`src/rtl/ss_scan_driver_if.sv`:
```
// rtl/ss_scan_driver_if.sv - digit data/control inputs and segment/anode pins of the scan driver
interface ss_scan_driver_if #(
  parameter int NUM_DIGITS = 4
);
  logic [4*NUM_DIGITS-1:0] Din;
  logic [NUM_DIGITS-1:0]   dp_in;
  logic                    load;
  logic                    lz_en;
  logic [NUM_DIGITS-1:0]   blink_mask;
  logic                    a, b, c, d, e, f, g;
  logic                    dp;
  logic [NUM_DIGITS-1:0]   an;
  logic                    frame_tick;

  modport master (
    output Din, dp_in, load, lz_en, blink_mask,
    input  a, b, c, d, e, f, g, dp, an, frame_tick
  );

  modport slave (
    input  Din, dp_in, load, lz_en, blink_mask,
    output a, b, c, d, e, f, g, dp, an, frame_tick
  );
endinterface

```
`src/rtl/ss_scan_driver.sv`:
```
// rtl/ss_scan_driver.sv - multiplexed seven-segment driver with frame-synchronous load, zero blanking and blink
module ss_scan_driver #(
  parameter int NUM_DIGITS     = 4,
  parameter int SCAN_DIV       = 100000,
  parameter int BLINK_FRAMES   = 64,
  parameter bit SEG_ACTIVE_LOW = 1'b1,
  parameter bit AN_ACTIVE_LOW  = 1'b1
) (
  input  logic              clk,
  input  logic              rst,
  ss_scan_driver_if.slave   sd
);

  localparam int SW = $clog2(SCAN_DIV);
  localparam int IW = (NUM_DIGITS > 1) ? $clog2(NUM_DIGITS) : 1;
  localparam int FW = (BLINK_FRAMES > 1) ? $clog2(BLINK_FRAMES) : 1;
  localparam logic [SW-1:0] SCAN_LAST  = SW'(SCAN_DIV - 1);
  localparam logic [IW-1:0] IDX_LAST   = IW'(NUM_DIGITS - 1);
  localparam logic [FW-1:0] FRAME_LAST = FW'(BLINK_FRAMES - 1);
  localparam logic [6:0]            SEG_OFF = {7{SEG_ACTIVE_LOW}};
  localparam logic [NUM_DIGITS-1:0] AN_OFF  = {NUM_DIGITS{AN_ACTIVE_LOW}};

  logic [SW-1:0]           scan_cnt;
  logic [IW-1:0]           idx;
  logic [FW-1:0]           frame_cnt;
  logic                    phase;
  logic [4*NUM_DIGITS-1:0] pending, shadow;
  logic [NUM_DIGITS-1:0]   pending_dp, shadow_dp;
  logic                    pending_valid;
  logic [NUM_DIGITS-1:0]   blink_lat;

  logic [6:0]              seg_q;
  logic                    dp_q;
  logic [NUM_DIGITS-1:0]   an_q;
  logic                    frame_tick_q;

  logic                    scan_wrap, frame_wrap;
  logic [3:0]              nib;
  logic                    dp_cur, blink_cur, lz_cur, lit, nz_seen;
  logic [NUM_DIGITS-1:0]   lz_blank, an_oh;
  logic [6:0]              seg_log;
  logic                    dp_log;
  logic [NUM_DIGITS-1:0]   an_log;

  // Logical active-high {a,b,c,d,e,f,g}
  function automatic logic [6:0] seg_decode(input logic [3:0] v);
    case (v)
      4'h0: seg_decode = 7'b1111110;
      4'h1: seg_decode = 7'b0110000;
      4'h2: seg_decode = 7'b1101101;
      4'h3: seg_decode = 7'b1111001;
      4'h4: seg_decode = 7'b0110011;
      4'h5: seg_decode = 7'b1011011;
      4'h6: seg_decode = 7'b1011111;
      4'h7: seg_decode = 7'b1110000;
      4'h8: seg_decode = 7'b1111111;
      4'h9: seg_decode = 7'b1111011;
      4'hA: seg_decode = 7'b1110111;
      4'hB: seg_decode = 7'b0011111;
      4'hC: seg_decode = 7'b1001110;
      4'hD: seg_decode = 7'b0111101;
      4'hE: seg_decode = 7'b1001111;
      default: seg_decode = 7'b1000111;
    endcase
  endfunction

  assign scan_wrap  = (scan_cnt == SCAN_LAST);
  assign frame_wrap = scan_wrap && (idx == IDX_LAST);

  always_comb begin
    nib       = 4'h0;
    dp_cur    = 1'b0;
    blink_cur = 1'b0;
    lz_cur    = 1'b0;
    an_oh     = '0;
    lz_blank  = '0;
    nz_seen   = 1'b0;
    // Blanking runs from the most significant digit down; digit 0 is never blanked
    for (int i = NUM_DIGITS - 1; i >= 1; i--) begin
      nz_seen     = nz_seen | (shadow[4*i +: 4] != 4'h0);
      lz_blank[i] = sd.lz_en & ~nz_seen;
    end
    for (int i = 0; i < NUM_DIGITS; i++) begin
      if (idx == IW'(i)) begin
        nib       = shadow[4*i +: 4];
        dp_cur    = shadow_dp[i];
        blink_cur = blink_lat[i];
        lz_cur    = lz_blank[i];
        an_oh[i]  = 1'b1;
      end
    end
    lit     = ~(phase & blink_cur);
    seg_log = (lit && !lz_cur) ? seg_decode(nib) : 7'b0000000;
    dp_log  = lit & dp_cur;
    an_log  = lit ? an_oh : '0;
  end

  always_ff @(posedge clk) begin
    if (rst) begin
      scan_cnt      <= '0;
      idx           <= '0;
      frame_cnt     <= '0;
      phase         <= 1'b0;
      pending       <= '0;
      pending_dp    <= '0;
      pending_valid <= 1'b0;
      shadow        <= '0;
      shadow_dp     <= '0;
      blink_lat     <= '0;
      seg_q         <= SEG_OFF;
      dp_q          <= SEG_ACTIVE_LOW;
      an_q          <= AN_OFF;
      frame_tick_q  <= 1'b0;
    end else begin
      seg_q        <= seg_log ^ SEG_OFF;
      dp_q         <= dp_log ^ SEG_ACTIVE_LOW;
      an_q         <= an_log ^ AN_OFF;
      frame_tick_q <= frame_wrap;

      if (scan_wrap) begin
        scan_cnt  <= '0;
        // Mask is sampled once per slot so a digit never flickers mid-slot
        blink_lat <= sd.blink_mask;
        idx       <= (idx == IDX_LAST) ? '0 : idx + 1'b1;
      end else begin
        scan_cnt <= scan_cnt + 1'b1;
      end

      if (frame_wrap) begin
        if (frame_cnt == FRAME_LAST) begin
          frame_cnt <= '0;
          phase     <= ~phase;
        end else begin
          frame_cnt <= frame_cnt + 1'b1;
        end
        pending_valid <= 1'b0;
        if (sd.load) begin
          shadow    <= sd.Din;
          shadow_dp <= sd.dp_in;
        end else if (pending_valid) begin
          shadow    <= pending;
          shadow_dp <= pending_dp;
        end
      end else if (sd.load) begin
        pending       <= sd.Din;
        pending_dp    <= sd.dp_in;
        pending_valid <= 1'b1;
      end
    end
  end

  assign sd.a          = seg_q[6];
  assign sd.b          = seg_q[5];
  assign sd.c          = seg_q[4];
  assign sd.d          = seg_q[3];
  assign sd.e          = seg_q[2];
  assign sd.f          = seg_q[1];
  assign sd.g          = seg_q[0];
  assign sd.dp         = dp_q;
  assign sd.an         = an_q;
  assign sd.frame_tick = frame_tick_q;

endmodule

```
`src/flat_wrapper.sv`:
```
// flat-port wrapper written by rule: the top's interface ports become plain ports
module ss_scan_driver_flat 
#(
  parameter int NUM_DIGITS     = 4,
  parameter int SCAN_DIV       = 100000,
  parameter int BLINK_FRAMES   = 64,
  parameter bit SEG_ACTIVE_LOW = 1'b1,
  parameter bit AN_ACTIVE_LOW  = 1'b1
)
  (clk, rst, sd_Din, sd_dp_in, sd_load, sd_lz_en, sd_blink_mask, sd_a, sd_b, sd_c, sd_d, sd_e, sd_f, sd_g, sd_dp, sd_an, sd_frame_tick);
  ss_scan_driver_if #(.NUM_DIGITS(NUM_DIGITS)) sd_i ();
  input  logic clk;
  input  logic rst;
  input wire logic [$bits(sd_i.Din)-1:0] sd_Din;
  input wire logic [$bits(sd_i.dp_in)-1:0] sd_dp_in;
  input wire logic [$bits(sd_i.load)-1:0] sd_load;
  input wire logic [$bits(sd_i.lz_en)-1:0] sd_lz_en;
  input wire logic [$bits(sd_i.blink_mask)-1:0] sd_blink_mask;
  output wire logic [$bits(sd_i.a)-1:0] sd_a;
  output wire logic [$bits(sd_i.b)-1:0] sd_b;
  output wire logic [$bits(sd_i.c)-1:0] sd_c;
  output wire logic [$bits(sd_i.d)-1:0] sd_d;
  output wire logic [$bits(sd_i.e)-1:0] sd_e;
  output wire logic [$bits(sd_i.f)-1:0] sd_f;
  output wire logic [$bits(sd_i.g)-1:0] sd_g;
  output wire logic [$bits(sd_i.dp)-1:0] sd_dp;
  output wire logic [$bits(sd_i.an)-1:0] sd_an;
  output wire logic [$bits(sd_i.frame_tick)-1:0] sd_frame_tick;
  assign sd_i.Din = sd_Din;
  assign sd_i.dp_in = sd_dp_in;
  assign sd_i.load = sd_load;
  assign sd_i.lz_en = sd_lz_en;
  assign sd_i.blink_mask = sd_blink_mask;
  assign sd_a = sd_i.a;
  assign sd_b = sd_i.b;
  assign sd_c = sd_i.c;
  assign sd_d = sd_i.d;
  assign sd_e = sd_i.e;
  assign sd_f = sd_i.f;
  assign sd_g = sd_i.g;
  assign sd_dp = sd_i.dp;
  assign sd_an = sd_i.an;
  assign sd_frame_tick = sd_i.frame_tick;
  ss_scan_driver #(.NUM_DIGITS(NUM_DIGITS), .SCAN_DIV(SCAN_DIV), .BLINK_FRAMES(BLINK_FRAMES), .SEG_ACTIVE_LOW(SEG_ACTIVE_LOW), .AN_ACTIVE_LOW(AN_ACTIVE_LOW)) u_core (.clk(clk), .rst(rst), .sd(sd_i));
endmodule
```
`config.mk`:
```
export PLATFORM = sky130hd
export DESIGN_NAME = ss_scan_driver_flat
export DESIGN_NICKNAME = d
export VERILOG_FILES = /design/src/rtl/ss_scan_driver_if.sv /design/src/rtl/ss_scan_driver.sv /design/src/flat_wrapper.sv
export SDC_FILE = /design/constraint.sdc
export NUM_CORES = 1
export LEC_CHECK = 0
export BUFFER_PORTS_ARGS = -buffer_cell sky130_fd_sc_hd__buf_4
export CORE_MARGIN = 4
export CORE_UTILIZATION = 54
export CTS_CLUSTER_DIAMETER = 80
export DETAILED_ROUTE_END_ITERATION = 16
export PLACE_DENSITY = 0.74
export SYNTH_ARGS = -nofsm -noshare
export SYNTH_HDL_FRONTEND = slang
export SYNTH_SLANG_ARGS = --single-unit
```
`constraint.sdc`:
```
create_clock -name clk -period 3.2 [get_ports clk]
set_input_delay 0.16 -clock clk [delete_from_list [all_inputs] [get_ports clk]]
set_output_delay 0.16 -clock clk [all_outputs]
set_load 0.1 [all_outputs]
```
==> flow_metrics.py, run 1 <==
metrics = {
    "status": {
        "outcome": "finished clean",
    },
    "drt": {
        "ant_nets": 0,
        "dr_wl_met3_um": 321,
        "wl_per_cell_um": 13.3,
        "drcViolationCount": 0,
        "maxUsedRoutingLayer": "met4",
        "vias_per_cell": 5.39,
        "drtPass1Iterations": 4,
        "dr.first_iter.drc_count": 153,
        "num_vias": 2945,
        "drt_wl_total_um": 7280,
        "wl_met1_um": 3590,
        "wl_met2_um": 3270,
    },
    "clock_network": {
        "cts.sinks": 84,
        "clock_path_buffers": 2,
        "post_cts_buffers": 0,
        "cts_resized": 0,
        "htree_levels": 3,
        "numCtsBuffers": 9,
        "cts_tree": "done",
        "cts_hold_buf": 0,
        "cts-root-buf": "clkbuf_8",
        "clkTransAtPathRegs_ns": 0.08,
        "clk_latency_ns": 0.35,
    },
    "yosys": {
        "synth.avg_cell_area_um2": 9.43,
        "yosysMostFrequentCell": "dfxtp_1",
        "synth_top_area_share_pct": 42.9,
        "synth-edff-count": 0,
        "synth_common_cells": "dfxtp_1 (84), nor2_1 (65), nand2_1 (42)",
        "yosys_warnings": 0,
        "synth.distinct_cells": 48,
        "yosysTopAreaCell": "dfxtp_1",
        "ys_seq_area_share_pct": 42.9,
        "synth_area_um2": 3920,
        "async_flop_share_pct": 0,
        "synthesis.nets": 456,
        "synthCells": 416,
        "ys.flop_type": "dfxtp_1",
        "ys_ff_latch": 84,
        "synth.area.top_cells": "dfxtp_1 (43%), mux2i_1 (10%), a211oi_2 (6.4%)",
    },
    "placed_design": {
        "hpwl_um": 5010,
        "port_buffers": 40,
        "place.gp.congestion": 0.853,
    },
    "timing": {
        "tightest_slew_ns": 0.678,
        "slew_headroom_pct": 54.8,
        "hold_violations": 0,
        "finalSetupViolations": 0,
        "slew_viol_final": 0,
        "setup_tns_ns": 0,
        "fin_crit_sh_pct": 73.8,
        "period_minus_slack_ns": 2.36,
        "rsz0062_at_grt": "false",
        "skew_ns": 0.00514,
        "fmaxAchievable_ghz": 0.424,
    },
    "pwr": {
        "p_leak_nw": 1.74,
        "ir_drop_mv": 0.295,
        "power.density_nw_per_um2": 433,
    },
    "floorplan": {
        "coreArea_um2": 6910,
        "row_count": 30,
        "io_pins": 41,
        "die_h_um": 93.2,
        "fp.dieW_um": 93.2,
        "die-area_um2": 8690,
        "start_util_pct": 56.8,
    },
    "finish": {
        "n_antenna_cell": 0,
        "area_growth_pct": 12.4,
        "drive_above_1_share_pct": 19.6,
        "fin_nets": 486,
        "fillers": 611,
        "post-route-util_pct": 63.8,
    },
    "grt": {
        "grt_pass1_wl_um": 12800,
        "grt_start_max_net_pins": 58,
        "grt_use_total_pct": 18.4,
        "antenna_found_initial": 0,
        "grt_pass1_vias": 2747,
        "grt_overflow": 0,
    },
    "setup_path": {
        "critPathKind": "flop to flop",
        "arrival_ns": 2.60,
        "crit_required_ns": 3.44,
        "critPathBufInv": 2,
        "cp_max_fo": 14,
        "cp_top_family": "compound AO/OA/AOI/OAI gates",
        "slowest_stage": "dfxtp_1",
        "cp_cell_sequence": "inv_1, ha_1, a211oi_1, a221o_1, inv_1, ha_1, or3_1, o221ai_1, nand2_1",
        "cpPeakStageDelay_ns": 0.38,
        "cp-start-kind": "flop",
        "end_kind": "flop",
    },
    "job": {
        "maxCapViolCount": 0,
    },
    "min_path": {
        "hold_class": "input pin to flop",
    },
}
-- worst reg2reg max path, delay by kind of cell, from the launching register on --
family | cells | cell delay (ns)
compound gates | 3 | 0.64
fa+ha+maj | 2 | 0.57
simple gates | 2 | 0.45
flops | 1 | 0.38
buf+inv | 2 | 0.21
-- logic make-up (layout without fill, tap and decap cells) --
| group | after synthesis | after routing | synth area share, % |
|---|---|---|---|
| compound gates | 66 | 66 | 14.0 |
| fa+ha+maj | 12 | 12 | 3.83 |
| simple gates | 163 | 163 | 20.8 |
| mux | 41 | 41 | 10.5 |
| xor+xnor | 17 | 17 | 3.80 |
| buf+inv | 33 | 67 | 4.21 |
| flops | 84 | 84 | 42.9 |
-- power breakdown --
| group | total [mW] | internal [mW] | switching [mW] | leakage, nW |
|---|---|---|---|---|
| sequential | 1.08 | 1.07 | 0.0112 | 0.684 |
| combinational | 0.160 | 0.0608 | 0.0992 | 0.964 |
| clock | 0.670 | 0.319 | 0.352 | 0.0893 |
-- layout make-up --
type                    count  area (um^2)  share of cell area [%]
well taps                  96          120                    2.72
clock buffers              13          159                    3.60
multi-input cells         299         2080                    47.1
flip-flops and latches     84         1680                    38.1
clock inverters             2         10.0                   0.227
inverters                   8         30.0                   0.681
repair buffers             44          330                    7.49
-- worst paths after layout --
path,from,to,slack (ns),cells past startpoint
worst max-delay path,u_core.idx[1],u_core.seg_q[6],0.84,9
worst min register to register,u_core.blink_lat[0],u_core.blink_lat[0],0.46,2
worst max register to register,u_core.idx[1],u_core.seg_q[6],0.84,9
worst min-delay path,sd_Din[5],u_core.pending[5],0.06,3
-- per-stage QoR --
step | area [um^2] | hold WS (ns) | power [mW] | cells | setup WS (ns)
2_1_floorplan | 3920 | 0.300 | 1.22 | 416 | 0.823
3_3_place_gp | 4240 | 0.403 | 1.26 | 531 | 1.01
3_5_place_dp | 4240 | 0.413 | 1.27 | 531 | 0.881
4_1_cts | 4410 | 0.0470 | 1.93 | 546 | 0.846
5_1_grt | 4410 | 0.0437 | 2.01 | 546 | 0.623
6_report | 4410 | 0.0559 | 1.91 | 546 | 0.839
-- metal layers --
metal	vias to the layer above	track usage [%]
met5	-	0
met4	0	5.74
met3	7	5.23
met2	53	27.9
met1	1371	25.2
li1	1514	-
-- layout by cell type (no fill, tap or decap), drive strengths merged, types with 3 or more instances in the layout --
cell type   n
ha         12
nor3b       5
clkbuf     13
a21oi      20
xor2       13
inv         8
nand3      10
nor2b       4
o211ai      3
or3         6
buf        44
nor3        3
dfxtp      84
o21ai       8
a211oi     23
xnor2       4
nor2       65
nand3b      5
nor4        3
nand2      43
mux2i      41
nand4       4
and3        5
-- sequential cells by signal, summed over array words and instances, names as in the netlist, 4 cells and up --
signal,count
u_core.blink_lat,4
u_core.pending,16
u_core.pending_dp,4
u_core.scan_cnt,17
u_core.frame_cnt,6
u_core.shadow_dp,4
u_core.shadow,16
u_core.seg_q,7
u_core.sd.an,4
Note: power is estimated with default switching activity, not from simulation.
==> run 2, diff against run 1 <==
--- a/config.mk
+++ b/config.mk
@@ -7,10 +7,10 @@
 export LEC_CHECK = 0
 export BUFFER_PORTS_ARGS = -buffer_cell sky130_fd_sc_hd__buf_4
 export CORE_MARGIN = 4
-export CORE_UTILIZATION = 54
+export CORE_UTILIZATION = 53
 export CTS_CLUSTER_DIAMETER = 80
 export DETAILED_ROUTE_END_ITERATION = 16
-export PLACE_DENSITY = 0.74
+export PLACE_DENSITY = 0.76
 export SYNTH_ARGS = -nofsm -noshare
 export SYNTH_HDL_FRONTEND = slang
 export SYNTH_SLANG_ARGS = --single-unit
==> constraint.sdc (replaced) <==
create_clock -name clk -period 1.9 [get_ports clk]
set_input_delay 0.095 -clock clk [delete_from_list [all_inputs] [get_ports clk]]
set_output_delay 0.095 -clock clk [all_outputs]
set_load 0.1 [all_outputs]
==> flow_metrics.py, run 2 (synthesis gave the netlist of run 1 again) <==
metrics = {
    "floorplan": {
        "start_util_pct": 54.4,
        "fp.dieW_um": 94.0,
        "row_count": 31,
        "die_h_um": 94.0,
        "io_pins": 41,
        "coreArea_um2": 7210,
        "die-area_um2": 8840,
    },
    "timing": {
        "hold_violations": 2,
        "skew_ns": 0.00747,
        "slew_viol_final": 0,
        "hold_ws_ns": -0.00382,
        "fin_crit_sh_pct": 105,
        "rsz0062_at_grt": "true",
        "finalSetupViolations": 5,
        "postLayoutSetupSlackWorst_ns": -0.0923,
        "tightest_slew_ns": 0.511,
        "slew_headroom_pct": 65.7,
        "setup_tns_ns": -0.312,
        "fmaxAchievable_ghz": 0.502,
        "period_minus_slack_ns": 1.99,
    },
    "finish": {
        "multi_input_area_um2": 2250,
        "top_register": "u_core.scan_cnt",
        "final_cell_mix": "dfxtp_1 (82), buf_4 (67), nor2_1 (64), mux2i_1 (41), nand2_1 (40)",
        "largest_reg_flops": 17,
        "fin_nets": 535,
        "final_cell_area_um2": 5110,
        "drive_above_1_share_pct": 30.6,
        "fillers": 533,
        "regArea_um2": 1690,
        "area_growth_pct": 30.4,
        "n_antenna_cell": 0,
        "largestRegisters": "u_core.scan_cnt x17, u_core.pending x16, u_core.shadow x16",
        "final_common_cell": "dfxtp_1",
    },
    "drt": {
        "wl_met1_um": 3770,
        "num_vias": 3279,
        "drtPass1Iterations": 4,
        "maxUsedRoutingLayer": "met4",
        "dr.first_iter.drc_count": 138,
        "dr_wl_met3_um": 336,
        "wl_per_cell_um": 15.1,
        "drcViolationCount": 0,
        "wl_met2_um": 4670,
        "ant_nets": 0,
        "drt_wl_total_um": 9070,
        "vias_per_cell": 5.47,
    },
    "setup_path": {
        "cp-start-kind": "flop",
        "cp_cell_sequence": "inv_4, ha_4, nand3b_1, a221o_1, inv_2, buf_12, ha_4, nand2_2, a32o_1, nand2_1",
        "cpPeakStageDelay_ns": 0.41,
        "critPathKind": "flop to flop",
        "worst_path_most_repeated_cell": "ha_4",
        "cp_max_fo": 6,
        "crit_required_ns": 2.15,
        "arrival_ns": 2.24,
        "end_kind": "flop",
        "slowest_stage": "dfxtp_4",
    },
    "grt": {
        "grt_pass1_wl_um": 14400,
        "grt_use_total_pct": 20.8,
        "grt_start_max_net_pins": 41,
        "grt_overflow": 0,
        "grt_pass1_vias": 3132,
        "antenna_found_initial": 0,
    },
    "pwr": {
        "pwr-share-clk_pct": 34.5,
        "seq_power_share_pct": 55.6,
        "intPower_mw": 2.44,
        "p_leak_nw": 2.04,
        "combinationalPowerShare_pct": 9.9,
        "netSwitchingPower_uw": 826,
        "ir_drop_mv": 0.378,
        "power.density_nw_per_um2": 639,
        "p_sw_share_pct": 25.3,
    },
    "clock_network": {
        "htree_levels": 3,
        "clkTransAtPathRegs_ns": 0.08,
        "cts-root-buf": "clkbuf_8",
        "cts_tree": "done",
        "clock_path_buffers": 2,
        "cts.sinks": 84,
        "clk_latency_ns": 0.36,
        "numCtsBuffers": 9,
    },
    "placed_design": {
        "port_buffers": 40,
        "dp_slack_ns": -0.167,
        "hpwl_um": 6010,
        "place_area_um2": 4580,
        "place.gp.congestion": 0.979,
    },
    "status": {
        "violations": "hold timing, setup timing",
        "outcome": "finished with violations",
    },
    "min_path": {
        "hold_class": "input pin to flop",
    },
    "job": {
        "maxCapViolCount": 0,
    },
}
## run 2: cell types whose count changed in the layout (fill, tap and decap cells not counted), moves of 4 or more
cell           delta
buf_12            +5
buf_4            +23
buf_6             +4
dlygate4sd3_1    +15
ha_1              -7
ha_4              +6
inv_1             -4
## run 2: area by class of cell
type | instances | share of cell area, %
inverters | 8 | 0.685
well taps | 99 | 2.42
clock buffers | 11 | 2.76
repair buffers | 93 | 16.6
flip-flops and latches | 84 | 33.0
clock inverters | 5 | 0.538
multi-input cells | 299 | 44.0
## run 2: path summary, 6_finish.rpt
check / start / endpoint / slack, ns / cells past startpoint
worst max register to register: u_core.idx[1] / u_core.seg_q[3] / -0.09 / 10
worst min-delay path: sd_Din[10] / u_core.pending[10] / -0.004 / 3
worst min register to register: u_core.blink_lat[2] / u_core.blink_lat[2] / 0.46 / 2
worst max-delay path: u_core.idx[1] / u_core.seg_q[3] / -0.09 / 10
## run 2: critical path: cells and delay by family, from the launching register on
| family | cells | cell delay [ns] |
|---|---|---|
| flops | 1 | 0.41 |
| simple gates | 3 | 0.27 |
| buf+inv | 3 | 0.28 |
| fa+ha+maj | 2 | 0.37 |
| compound gates | 2 | 0.54 |
## run 2: repair_timing
action,CTS,global route
buffers inserted,3,2
gates resized for setup,23,11
setup endpoints to repair,7,44
endpoints found under the hold margin,15,0
cloned,0,2
pin swaps,9,9
hold buffers,15,0
## run 2: metrics by stage
| stage | util [%] | instances | power [mW] |
|---|---|---|---|
| after floorplan | - | 416 | 2.05 |
| after global placement | 63.4 | 562 | 2.15 |
| after detailed placement | 63.4 | 562 | 2.16 |
| after CTS | 69.4 | 595 | 3.29 |
| after global routing | 70.9 | 599 | 3.40 |
| final | 70.9 | 599 | 3.27 |
## run 2: per-layer routing
layer,up-vias,global-route usage (%)
li1,1611,-
met1,1562,24.0
met2,77,36.3
met3,29,4.41
met4,0,10.1
met5,-,0
## run 2: power by group through the flow
| stage | sequential [mW] | clock [mW] | combinational, mW |
|---|---|---|---|
| floorplan | 1.92 | 0 | 0.132 |
| global placement | 1.86 | 0 | 0.293 |
| detailed placement | 1.86 | 0 | 0.299 |
| CTS | 1.82 | 1.15 | 0.325 |
| global route | 1.82 | 1.24 | 0.348 |
| finish | 1.82 | 1.13 | 0.323 |
